### config.mk
export PLATFORM = sky130hd
export DESIGN_NAME = quad_decoder_flat
export DESIGN_NICKNAME = d
export VERILOG_FILES = /design/src/rtl/quad_pkg.sv /design/src/rtl/quad_decoder_if.sv /design/src/rtl/glitch_filter.sv /design/src/rtl/quad_decoder.sv /design/src/flat_wrapper.sv
export SDC_FILE = /design/constraint.sdc
export NUM_CORES = 1
export LEC_CHECK = 0
export ABC_AREA = 1
export CORE_ASPECT_RATIO = 0.9
export CORE_MARGIN = 2
export CORE_UTILIZATION = 56
export CTS_CLUSTER_DIAMETER = 80
export DETAILED_ROUTE_END_ITERATION = 8
export GPL_TIMING_DRIVEN = 0
export PLACE_DENSITY = 0.87
export SLEW_MARGIN = 20
export SYNTH_ARGS = -nofsm -noshare
export SYNTH_HDL_FRONTEND = slang
export SYNTH_HIERARCHICAL = 1
export SYNTH_SLANG_ARGS = --single-unit
### constraint.sdc
create_clock -name clk -period 6.69 [get_ports clk]
set_clock_uncertainty 0.1 [all_clocks]
set_input_delay 1.0035 -clock clk [delete_from_list [all_inputs] [get_ports clk]]
set_output_delay 1.0035 -clock clk [all_outputs]
set_load 0.1 [all_outputs]
### src/rtl/quad_pkg.sv
// Shared constants for the quadrature decoder:
// resolution modes and decoder state encoding.
package quad_pkg;

    localparam logic [1:0] MODE_X4 = 2'b00;
    localparam logic [1:0] MODE_X2 = 2'b01;
    localparam logic [1:0] MODE_X1 = 2'b10;

    typedef enum logic {
        ST_INIT = 1'b0,
        ST_RUN  = 1'b1
    } state_t;

endpackage

### src/rtl/quad_decoder_if.sv
// Pin and control bundle of the quadrature decoder.
// master drives encoder pins/controls, slave is the decoder.
interface quad_decoder_if #(
    parameter int WIDTH = 8
);
    logic             a;
    logic             b;
    logic [1:0]       mode;
    logic             sat_en;
    logic             clear;
    logic             load_en;
    logic [WIDTH-1:0] load_value;
    logic             err_clr;
    logic [WIDTH-1:0] value;
    logic             dir;
    logic             step;
    logic             ovf;
    logic             err;

    modport master (
        output a, b, mode, sat_en,
        output clear, load_en,
        output load_value, err_clr,
        input  value, dir, step,
        input  ovf, err
    );

    modport slave (
        input  a, b, mode, sat_en,
        input  clear, load_en,
        input  load_value, err_clr,
        output value, dir, step,
        output ovf, err
    );
endinterface

### src/rtl/glitch_filter.sv
// Level filter: accepts a new level only after it has been
// seen on FILTER_LEN consecutive edges; bypass follows input.
module glitch_filter #(
    parameter int FILTER_LEN = 3
) (
    input  logic clk,
    input  logic reset,
    input  logic i_bypass,
    input  logic i_in,
    output logic o_level
);
    localparam int CW = $clog2(FILTER_LEN + 1);

    logic          r_level;
    logic [CW-1:0] r_cnt;
    logic          w_done;

    assign w_done  = (r_cnt == CW'(FILTER_LEN - 1));
    assign o_level = r_level;

    always_ff @(posedge clk) begin
        if (reset) begin
            r_level <= 1'b0;
            r_cnt   <= '0;
        end else if (i_bypass) begin
            r_level <= i_in;
            r_cnt   <= '0;
        end else if (i_in != r_level) begin
            if (w_done) begin
                r_level <= i_in;
                r_cnt   <= '0;
            end else begin
                r_cnt <= r_cnt + CW'(1);
            end
        end else begin
            r_cnt <= '0;
        end
    end
endmodule

### src/rtl/quad_decoder.sv
// Quadrature decoder: sync + glitch filter per channel,
// x1/x2/x4 gray decode, wrap/saturate position counter.
module quad_decoder
    import quad_pkg::*;
#(
    parameter int WIDTH       = 8,
    parameter int SYNC_STAGES = 2,
    parameter int FILTER_LEN  = 3
) (
    input logic           clk,
    input logic           reset,
    quad_decoder_if.slave bus
);
    localparam int INIT_CYC = SYNC_STAGES + FILTER_LEN + 1;
    localparam int ICW      = $clog2(INIT_CYC + 1);

    logic [SYNC_STAGES-1:0] r_sync_a;
    logic [SYNC_STAGES-1:0] r_sync_b;
    logic [ICW-1:0]         r_init_cnt;
    state_t                 r_state;
    state_t                 w_next;
    logic                   w_run;
    logic                   w_bypass;
    logic                   w_init_done;
    logic                   w_fa;
    logic                   w_fb;
    logic                   r_prev_a;
    logic                   r_prev_b;
    logic                   w_da;
    logic                   w_db;
    logic                   w_illegal;
    logic                   w_ev;
    logic                   w_up;
    logic                   w_wrap;
    logic [WIDTH-1:0]       r_value;
    logic                   r_dir;
    logic                   r_step;
    logic                   r_ovf;
    logic                   r_err;

    always_ff @(posedge clk) begin
        if (reset) begin
            r_sync_a <= '0;
            r_sync_b <= '0;
        end else begin
            r_sync_a <= {r_sync_a[SYNC_STAGES-2:0], bus.a};
            r_sync_b <= {r_sync_b[SYNC_STAGES-2:0], bus.b};
        end
    end

    glitch_filter #(.FILTER_LEN(FILTER_LEN)) u_filt_a (
        .clk      (clk),
        .reset    (reset),
        .i_bypass (w_bypass),
        .i_in     (r_sync_a[SYNC_STAGES-1]),
        .o_level  (w_fa)
    );

    glitch_filter #(.FILTER_LEN(FILTER_LEN)) u_filt_b (
        .clk      (clk),
        .reset    (reset),
        .i_bypass (w_bypass),
        .i_in     (r_sync_b[SYNC_STAGES-1]),
        .o_level  (w_fb)
    );

    assign w_init_done = (r_init_cnt == ICW'(INIT_CYC - 1));

    always_ff @(posedge clk) begin
        if (reset) r_state <= ST_INIT;
        else       r_state <= w_next;
    end

    always_comb begin
        w_next = r_state;
        unique case (r_state)
            ST_INIT: if (w_init_done) w_next = ST_RUN;
            ST_RUN:  w_next = ST_RUN;
            default: w_next = ST_INIT;
        endcase
    end

    always_comb begin
        w_run    = (r_state == ST_RUN);
        w_bypass = ~w_run;
    end

    always_ff @(posedge clk) begin
        if (reset)
            r_init_cnt <= '0;
        else if (!w_run && !w_init_done)
            r_init_cnt <= r_init_cnt + ICW'(1);
    end

    // prev tracks filtered levels in every mode and state
    always_ff @(posedge clk) begin
        if (reset) begin
            r_prev_a <= 1'b0;
            r_prev_b <= 1'b0;
        end else begin
            r_prev_a <= w_fa;
            r_prev_b <= w_fb;
        end
    end

    assign w_da      = w_fa ^ r_prev_a;
    assign w_db      = w_fb ^ r_prev_b;
    assign w_illegal = w_run & w_da & w_db;

    always_comb begin
        w_ev = 1'b0;
        w_up = 1'b0;
        if (w_run && !w_illegal) begin
            case (bus.mode)
                MODE_X1: begin
                    w_ev = w_da & ~w_fb;
                    w_up = w_fa;
                end
                MODE_X2: begin
                    w_ev = w_da;
                    w_up = w_fa ^ w_fb;
                end
                default: begin
                    w_ev = w_da | w_db;
                    w_up = w_da ? (w_fa ^ w_fb)
                                : ~(w_fa ^ w_fb);
                end
            endcase
        end
    end

    assign w_wrap = w_up ? (r_value == '1) : (r_value == '0);

    always_ff @(posedge clk) begin
        if (reset) begin
            r_value <= '0;
            r_dir   <= 1'b0;
            r_step  <= 1'b0;
            r_ovf   <= 1'b0;
        end else begin
            r_step <= 1'b0;
            r_ovf  <= 1'b0;
            if (bus.clear) begin
                r_value <= '0;
            end else if (bus.load_en) begin
                r_value <= bus.load_value;
            end else if (w_ev) begin
                r_step <= 1'b1;
                r_dir  <= w_up;
                r_ovf  <= w_wrap;
                if (!(w_wrap && bus.sat_en))
                    r_value <= w_up ? r_value + WIDTH'(1)
                                    : r_value - WIDTH'(1);
            end
        end
    end

    always_ff @(posedge clk) begin
        if (reset)            r_err <= 1'b0;
        else if (w_illegal)   r_err <= 1'b1;
        else if (bus.err_clr) r_err <= 1'b0;
    end

    assign bus.value = r_value;
    assign bus.dir   = r_dir;
    assign bus.step  = r_step;
    assign bus.ovf   = r_ovf;
    assign bus.err   = r_err;
endmodule

### src/flat_wrapper.sv
// flat-port wrapper written by rule: the top's interface ports become plain ports
module quad_decoder_flat import quad_pkg::*;
#(
    parameter int WIDTH       = 8,
    parameter int SYNC_STAGES = 2,
    parameter int FILTER_LEN  = 3
)
  (clk, reset, bus_a, bus_b, bus_mode, bus_sat_en, bus_clear, bus_load_en, bus_load_value, bus_err_clr, bus_value, bus_dir, bus_step, bus_ovf, bus_err);
  quad_decoder_if #(.WIDTH(WIDTH)) bus_i ();
  input logic clk;
  input logic reset;
  input wire logic [$bits(bus_i.a)-1:0] bus_a;
  input wire logic [$bits(bus_i.b)-1:0] bus_b;
  input wire logic [$bits(bus_i.mode)-1:0] bus_mode;
  input wire logic [$bits(bus_i.sat_en)-1:0] bus_sat_en;
  input wire logic [$bits(bus_i.clear)-1:0] bus_clear;
  input wire logic [$bits(bus_i.load_en)-1:0] bus_load_en;
  input wire logic [$bits(bus_i.load_value)-1:0] bus_load_value;
  input wire logic [$bits(bus_i.err_clr)-1:0] bus_err_clr;
  output wire logic [$bits(bus_i.value)-1:0] bus_value;
  output wire logic [$bits(bus_i.dir)-1:0] bus_dir;
  output wire logic [$bits(bus_i.step)-1:0] bus_step;
  output wire logic [$bits(bus_i.ovf)-1:0] bus_ovf;
  output wire logic [$bits(bus_i.err)-1:0] bus_err;
  assign bus_i.a = bus_a;
  assign bus_i.b = bus_b;
  assign bus_i.mode = bus_mode;
  assign bus_i.sat_en = bus_sat_en;
  assign bus_i.clear = bus_clear;
  assign bus_i.load_en = bus_load_en;
  assign bus_i.load_value = bus_load_value;
  assign bus_i.err_clr = bus_err_clr;
  assign bus_value = bus_i.value;
  assign bus_dir = bus_i.dir;
  assign bus_step = bus_i.step;
  assign bus_ovf = bus_i.ovf;
  assign bus_err = bus_i.err;
  quad_decoder #(.WIDTH(WIDTH), .SYNC_STAGES(SYNC_STAGES), .FILTER_LEN(FILTER_LEN)) u_core (.clk(clk), .reset(reset), .bus(bus_i));
endmodule
Word level (Yosys, flattened, before mapping):

Cells that the tools add are included.

* equality and inequality tests: 13
* muxes and demuxes: 21
* bitwise gates (word level): 15
* reduce and logical (&&, ||, !) cells: 18
* add/subtract/negate cells: 5

Operator list (count)
* 8-bit 2-to-1 mux: 4
* 1-bit 2-to-1 mux: 14
* 4-bit OR reduction: 3
* 2-bit inequality test (second input constant): 5
* 8-bit by 1-bit adder with 8-bit output (second input constant): 1
* 8-bit == test (second input constant): 1
* 8-bit logical NOT: 1
* 1-bit NOT: 8
* 8-bit by 1-bit subtractor with 8-bit output (second input constant): 1
* 2-bit == test (second input constant): 3
* 1-bit one-hot mux with 2 select lines: 3
* 2-bit AND reduction: 3
* 2-bit by 1-bit adder with 2-bit output (second input constant): 2
* 2-bit nonzero test: 2
* 3-bit by 1-bit adder with 3-bit output (second input constant): 1
* 1-bit AND: 3
* 3-bit == test (second input constant): 1
* 1-bit logical AND: 3
* 1-bit logical NOT: 3
* 3-bit AND reduction: 1
* 3-bit OR reduction: 1
* 1-bit bitwise XOR: 3
* 2-bit by 1-bit == test with 1-bit output (second input constant): 1
* 1-bit inequality test: 2
* 2 further kinds: 2

* bits of input ports: 18
* logic and storage cells: 87
* register bits: 28

Logic depth before layout (Yosys ltp):

Gate-level depths: netlist (run 1).

* depth in word-level cells: 11
* depth in mapped cells: 17
* mapped depth without buffers: 17

Cells and area by module:

The synthesis (run 1) kept the hierarchy.

Modules (own cells, without submodules)
* quad_decoder: seq. area each 440.4 um2, area an instance 1432.6 um2, times used 1, cells each 198
* glitch_filter: seq. area each 60.1 um2, area an instance 145.1 um2, times used 2, cells each 21

Worst setup path after synthesis (run 1):

No wires, ideal clock.

* path type: input port to flip-flop
* start: input bus_mode[0]
* end: register u_core.r_value[5] (netlist: u_core/bus.value[5])
* data required time: 6519 ps
* path buffers: 0
* setup time: 71 ps
* data arrival time: 2949 ps
* setup slack: 3570 ps
* stages: 16
* cells stage by stage: inv_1 -> ha_1 -> nand2_1 -> nor2_1 -> a21oi_4 -> nand2_4 -> ha_1 -> nand3_1 -> nand2_1 -> nand2_1 -> o21bai_1 -> xor2_1 -> nand2_1 -> nand2_1 -> nand2_1 -> a21oi_1

* word-level cells in the longest chain between the ends: 7
* elaborated cells on any way between the ends: 15
* those cells by class: 3 x eq/ne; 9 x mux; 3 x reduce/logical

RTL lines
* start: declaration: line flat_wrapper.sv:14 `input wire logic [$bits(bus_i.mode)-1:0] bus_mode;`
* 2-bit by 1-bit == test with 1-bit output or 2-bit == test (tied branches): line quad_decoder.sv:114 `case (bus.mode)`
* 1-bit one-hot mux with 2 select lines: line quad_decoder.sv:114
* 1-bit 2-to-1 mux: line quad_decoder.sv:113 `if (w_run && !w_illegal) begin`
* 8-bit 2-to-1 mux or 1-bit 2-to-1 mux (tied branches): line quad_decoder.sv:152, quad_decoder.sv:132
* 8-bit 2-to-1 mux or 1-bit logical AND (tied branches): line quad_decoder.sv:151 `if (!(w_wrap && bus.sat_en))`
* 8-bit 2-to-1 mux or 2-bit inequality test (tied branches)
* 8-bit 2-to-1 mux or 2-bit AND reduction (tied branches)
* end signal: assignment: line quad_decoder.sv:146 `r_value <= bus.load_value;`
* end signal: assignment: line quad_decoder.sv:152 `r_value <= w_up ? r_value + WIDTH'(1)`
* end: declaration: line quad_decoder.sv:35 `logic [WIDTH-1:0] r_value;`

Parallel ways exist; a longest one is shown, timed or not. The select of a mux whose other input is x is not followed.
A chain may end at the register's enable or synchronous reset.

Final worst setup path (run 1):

Ends and elaborated chain as after synthesis.

==> key figures, run 1 <==
Status
  – Status: finished clean

STA
  – Final period util: about 53%
  – Crit path setup slack, layout: 3170 ps
  – RSZ-0062 raised after global routing: false
  – Final setup viols: 0
  – Post-Route Setup TNS: 0 ps
  – Hold WS: roughly 300 ps
  – Worst slew pin tran: between 900 and 1000 ps
  – Worst slew margin: about 34%
  – Final slew viol count: 0
  – Min cycle time layout: between 3000 and 4000 ps
  – Final Hold Viols: 0
  – Max Fclk: 284 MHz

Routing
  – DR pass1 iterations: 4
  – Routed len/inst: approximately 11 µm
  – Initial drt markers: 83
  – Via count: 1554
  – DRT antenna net count: 0
  – Drc violations: 0
  – Via-to-Cell Ratio: between 4 and 5
  – Overall routed net length: 3370 µm

Finish
  – Layout cells sized above 1: between 10% and 20%
  – Final #Nets: 306
  – N_diodes: 0
  – Final instance area: around 2100 µm²
  – Area Overhead vs Synth: 21.2%
  – Post-layout util: between 60% and 70%

Synth
  – EDFF count, synth: 0
  – Syn Std Cell Area: 1720 µm²
  – Top-count cell post-synth: nand2_1
  – Predominant post-synthesis flop cell: dfxtp_1
  – Post-synth top area cell: dfxtp_1
  – Yosys cell types: 31
  – Share of the synthesized area in the top cell type: 32.5%
  – Share of synthesized registers carrying an async set or reset: 0%
  – Register area share after synthesis: about a third
  – Synth area leaders: dfxtp_1, nand2_1, ha_1
  – Syn nets: ~270
  – Post-Syn Instances: 240
  – Post-synth top cells: nand2_1, dfxtp_1, inv_1
  – Mean post-synth cell area: 7.18 µm²
  – Synth warn: 6
  – FF+latch count, synth: 28

Floorplanning
  – Die Area: roughly 3500 µm²
  – Initial Utilization: between 50% and 60%
  – Core Area: 3000 µm²
  – Die Y-Extent: around 57 µm
  – I/O pin count: 30
  – Num rows: 19
  – Die X: around 62 µm

Clock tree
  – CTS max path bufs: 2
  – Cts repair resizes: 0
  – CTS hold repair buffers: 0
  – Clk root buf: clkbuf_4
  – TritonCTS clock tree: done
  – Clock slew at reported path FFs: 150 ps
  – Clock sinks: 28
  – Clock buffer count from CTS: 3
  – Clk Latency, worst-skew pair: around 330 ps
  – H-tree depth: 1
  – Setup Buffers After CTS: 0

Power
  – P_int: roughly 0.23 mW
  – Power per cell area: between 150 and 200 nW/µm²
  – Clock power frac: between 10% and 20%
  – Worst IR Drop VDD: between 0.15 and 0.2 mV
  – Flop pwr share: 52.6%
  – Leak: roughly 0.94 nW
  – Combinational share of power: 27.9%
  – P_sw: 0.112 mW
  – Sw frac: between 30 and 40%

Global route
  – Maximum number of pins on one net before global-route repair: 15
  – Number of global-route vias before repair: 1355
  – Initial antenna violation count: 0
  – Total track usage: a little over a fifth
  – First-pass GRT wire length: approximately 6000 µm
  – Remaining Overflow, GRT: 0

Setup path
  – Setup Crit Path Kind: primary input to flop
  – RR Startpoint: u_core/u_filt_b/o_level$_SDFFE_PP0P_
  – Worst setup SP type: primary input
  – CP startpoint: bus_mode[0]
  – Worst-path fanout max: 12
  – Critical Path End Type: flop
  – Arrival @ worst endpoint: around 3700 ps
  – Worst setup endpoint: u_core/bus.value[5]$_SDFFE_PP0P_
  – FF-to-FF path depth: 15
  – FF-to-FF End: u_core/bus.value[5]$_SDFFE_PP0P_
  – Crit path required time: a little under 7000 ps
  – Flop-to-flop setup slack: approximately 4000 ps

Placement
  – Pre-CTS setup slack: 2870 ps
  – Final GP Congestion: 0.889
  – Final HPWL DP: about 2600 µm
  – I/O Buffers: 29
  – Cell Area, Placed: ~2100 µm²

Hold path
  – Min-Delay Path Depth: 2
  – Worst Hold Class: flop to flop

Flow run
  – MaxCap Viol Count: 0
## critical path, cell delays in order
cell	delay (ps)
clkdlybuf4s50_1	480
inv_1	50
ha_1	320
nand2_1	80
nor2_1	60
a21oi_4	180
nand2_4	160
ha_1	410
nand3_1	100
nand2_1	160
nand2_1	80
o21bai_1	160
xor2_1	170
nand2_1	70
nand2_1	70
nand2_1	50
a21oi_1	110
## metrics by stage
step / power [mW] / std cells
final: 0.344 / 314
after global routing: 0.369 / 314
after CTS: 0.348 / 314
after detailed placement: 0.280 / 311
after global placement: 0.277 / 311
after floorplan: 0.253 / 240
## how the worst min path moves through the flow
| stage | end | slack, ps | startpoint |
|---|---|---|---|
| final | u_core/r_sync_a[1]$_SDFF_PP0_ | 300 | u_core/r_sync_a[0]$_SDFF_PP0_ |
| after floorplan | u_core/r_sync_a[1]$_SDFF_PP0_ | 290 | u_core/r_sync_a[0]$_SDFF_PP0_ |
| after global placement | u_core/r_sync_b[1]$_SDFF_PP0_ | 290 | u_core/r_sync_b[0]$_SDFF_PP0_ |
| after global routing | u_core/u_filt_a/r_cnt[0]$_SDFF_PP0_ | 340 | u_core/u_filt_a/r_cnt[0]$_SDFF_PP0_ |
| after detailed placement | u_core/u_filt_a/r_cnt[0]$_SDFF_PP0_ | 300 | u_core/u_filt_a/r_cnt[0]$_SDFF_PP0_ |
| after CTS | u_core/r_sync_a[1]$_SDFF_PP0_ | 310 | u_core/r_sync_a[0]$_SDFF_PP0_ |
## kinds of logic (layout without fill, tap and decap cells)
kind of cell / count (synthesis) / in the layout / synth area share (%)
compound gates: 35 / 35 / 13.5
xor+xnor: 3 / 3 / 1.53
fa+ha+maj: 14 / 14 / 10.6
buf+inv: 38 / 70 / 8.28
flops: 28 / 28 / 32.5
simple gates: 122 / 122 / 33.6
## cell type report
cell class	instances	area, µm²
multi-input combinational	174	1020
clock buffer	3	22.5
sequential	28	561
buffer	3	11.3
inverter	35	131
timing repair buffer	29	290
tap	42	52.6
fill	254	907
## cells in the final DEF (no fill, tap or decap), drive strengths merged, types with 4 or more instances in the layout
cell type / instances
inv: 33
a21oi: 18
clkdlybuf4s50: 29
nand3: 22
ha: 13
clkbuf: 5
nor2: 30
nand2: 63
dfxtp: 28
o21bai: 4
o21ai: 8
## per-layer routing
layer / GRT usage, % / part of all wire [%] / vias to the layer above
li1: - / - / 839
met4: 5.71 / 0.42 / 0
met2: 33.3 / 45 / 30
met3: 3.81 / 4.5 / 2
met5: 0 / 0 / -
met1: 30.2 / 50 / 683
## sequential cells by signal (all words and copies together), names as in the netlist, 2 cells and up
register               flops
u_core/bus.value           8
u_core/r_init_cnt          3
u_core/r_sync_a            2
u_core/r_sync_b            2
u_core/u_filt_a/r_cnt      2
u_core/u_filt_b/r_cnt      2
## power groups by stage
stage / logic [mW] / clock network (mW) / registers [mW]
2_1_floorplan: 0.0554 / 0 / 0.198
5_1_grt: 0.106 / 0.0801 / 0.183
3_3_place_gp: 0.0930 / 0 / 0.184
4_1_cts: 0.0957 / 0.0716 / 0.181
6_report: 0.0960 / 0.0674 / 0.181
3_5_place_dp: 0.0952 / 0 / 0.185
Note: power is estimated with default switching activity, not from simulation.
==> inputs of run 2 (changes only) <==
--- a/config.mk
+++ b/config.mk
@@ -8,11 +8,11 @@
 export ABC_AREA = 1
 export CORE_ASPECT_RATIO = 0.9
 export CORE_MARGIN = 2
-export CORE_UTILIZATION = 56
+export CORE_UTILIZATION = 52
 export CTS_CLUSTER_DIAMETER = 80
 export DETAILED_ROUTE_END_ITERATION = 8
 export GPL_TIMING_DRIVEN = 0
-export PLACE_DENSITY = 0.87
+export PLACE_DENSITY = 0.82
 export SLEW_MARGIN = 20
 export SYNTH_ARGS = -nofsm -noshare
 export SYNTH_HDL_FRONTEND = slang
==> constraint.sdc (replaced) <==
create_clock -name clk -period 3.7 [get_ports clk]
set_clock_uncertainty 0.1 [all_clocks]
set_input_delay 0.555 -clock clk [delete_from_list [all_inputs] [get_ports clk]]
set_output_delay 0.555 -clock clk [all_outputs]
set_load 0.1 [all_outputs]
==> key figures, run 2 (synthesis gave the netlist of run 1 again) <==
Status
  – Status: finished clean

Clock tree
  – Clk root buf: clkbuf_8
  – TritonCTS clock tree: done
  – Clock slew at reported path FFs: approximately 90 ps
  – Clk Latency, worst-skew pair: between 200 and 300 ps
  – CTS max path bufs: 2
  – Clock buffer count from CTS: 3
  – H-tree depth: 1
  – CTS hold repair buffers: 0
  – Setup Buffers After CTS: 0
  – Cts repair resizes: 0
  – Clock sinks: 28

STA
  – Final slew viol count: 0
  – Post-Route Setup TNS: 0 ps
  – Final setup viols: 0
  – Worst slew margin: around a third
  – Hold WS: just over 300 ps
  – Final period util: between 80% and 90%
  – Max Fclk: approximately 320 MHz
  – Crit path setup slack, layout: about 560 ps
  – Final Hold Viols: 0
  – Worst slew pin tran: 970 ps
  – Min cycle time layout: ~3100 ps
  – RSZ-0062 raised after global routing: false

Power
  – Leak: between 0.9 and 1 nW
  – P_sw: slightly above 0.2 mW
  – Combinational share of power: between 20% and 30%
  – Clock power frac: 24.4%
  – Flop pwr share: between 40 and 50%
  – P_int: 0.455 mW
  – Worst IR Drop VDD: 0.273 mV
  – Power per cell area: around 310 nW/µm²
  – Sw frac: between 30% and 40%

Finish
  – Most common cell after layout, fill and taps aside: nand2_1
  – Area Overhead vs Synth: 22.3%
  – Layout fillers: around 270
  – Final #Nets: 306
  – Reg area: between 500 and 600 µm²
  – N_diodes: 0
  – Multi-input logic area: between 1000 and 1500 µm²
  – Most frequent cells in the layout: nand2_1, clkdlybuf4s50_1, dfxtp_1
  – Layout cells sized above 1: roughly a tenth
  – Max FFs per register: 8

Floorplanning
  – I/O pin count: 30
  – Core Area: 3110 µm²
  – Die X: roughly 65 µm
  – Initial Utilization: between 50% and 60%
  – Num rows: 19
  – Die Area: roughly 3800 µm²
  – Die Y-Extent: approximately 59 µm

Global route
  – Met3 Use GR: 4.21%
  – Maximum number of pins on one net before global-route repair: 15
  – Remaining Overflow, GRT: 0
  – M1 GR Usage: between 30 and 40%
  – GRT met2 Usage: between 20% and 30%
  – Initial antenna violation count: 0
  – Number of global-route vias before repair: approximately 1300
  – GR peak layer: met1
  – Total track usage: 20.4%
  – First-pass GRT wire length: slightly above 6000 µm

Routing
  – Routed len/inst: 10.8 µm
  – DRT antenna net count: 0
  – Initial drt markers: 86
  – Drc violations: 0
  – Overall routed net length: roughly 3400 µm
  – Via count: roughly 1500
  – Via-to-Cell Ratio: 4.93
  – DR pass1 iterations: 4

Hold path
  – Worst Hold Class: flop to flop
  – Hold Crit Start: u_core/r_sync_b[0]$_SDFF_PP0_

Setup path
  – Crit path required time: between 3000 and 4000 ps
  – Critical Path End Type: flop
  – RR Startpoint: u_core/u_filt_a/o_level$_SDFFE_PP0P_
  – CP dominant cell by count: nand2_1
  – Setup Crit Path Kind: primary input to flop
  – CP startpoint: bus_mode[0]
  – CP peak stage delay: around 480 ps
  – Arrival @ worst endpoint: ~3300 ps
  – Worst-path fanout max: 12
  – Worst setup SP type: primary input
  – Slowest cell on crit path: clkdlybuf4s50_1
  – CP Cell Sequence: clkdlybuf4s50_1 -> inv_1 -> ha_1 -> nand2_1 -> nor2_1 -> a21oi_4 -> nand2_4 -> ha_1 -> nand3_1 -> nand2_1 -> nand2_1 -> o21bai_1 -> xor2_1 -> nand2_1 -> nand2_1 -> nand2_1 -> a21oi_1

Flow run
  – MaxCap Viol Count: 0

Placement
  – I/O Buffers: 29
  – Final GP Congestion: around 0.9
  – Final HPWL DP: 2590 µm
  – Pre-CTS setup slack: around 330 ps
run 2: cell counts in the layout (fill, tap and decap cells not counted):
Identical to the previous run, type by type.
run 2: metal layers:
layer	wire length [µm]	part of all wire, %	vias up
li1	-	-	839
met1	1800	53	672
met2	1390	41	33
met3	174	5.1	5
met4	42	1.2	0
met5	0	0	-
run 2: layout make-up:
type / instances / area share, %
inverters: 35 / 6.24
multi-input cells: 174 / 48.4
well taps: 42 / 2.49
flip-flops and latches: 28 / 26.6
clock buffers: 3 / 1.96
repair buffers: 29 / 13.8
plain buffers: 3 / 0.534
run 2: worst paths after layout:
check	end	slack (ps)	cells after the start
worst max-delay path	u_core/bus.value[5]$_SDFFE_PP0P_	560	17
worst min-delay path	u_core/r_sync_b[1]$_SDFF_PP0_	310	2
worst max register to register	u_core/bus.value[5]$_SDFFE_PP0P_	1010	15
worst min register to register	u_core/r_sync_b[1]$_SDFF_PP0_	310	2
run 2: stage by stage:
stage | total power, mW | std cells | utilization, % | area (µm²)
after global placement | 0.502 | 311 | 66.3 | 2070
after global routing | 0.701 | 314 | 67.7 | 2110
after CTS | 0.665 | 314 | 67.7 | 2110
after detailed placement | 0.505 | 311 | 66.3 | 2070
final | 0.661 | 314 | 67.7 | 2110
after floorplan | 0.458 | 240 | - | 1720
run 2: power groups by stage:
stage / Combinational, mW / Clock (mW) / Sequential [mW]
2_1_floorplan: 0.100 / 0 / 0.358
3_3_place_gp: 0.168 / 0 / 0.334
3_5_place_dp: 0.171 / 0 / 0.334
4_1_cts: 0.172 / 0.166 / 0.327
5_1_grt: 0.193 / 0.178 / 0.330
6_report: 0.172 / 0.161 / 0.327
run 2: worst max-delay path, delay by kind of cell:
kind                       cells  cell delay [ps]
and+or+nand+nor                9              810
adders and majority gates      2              730
buffers and inverters          2              530
AOI/OAI and AO/OA              3              450
xor gates and xnor gates       1              150
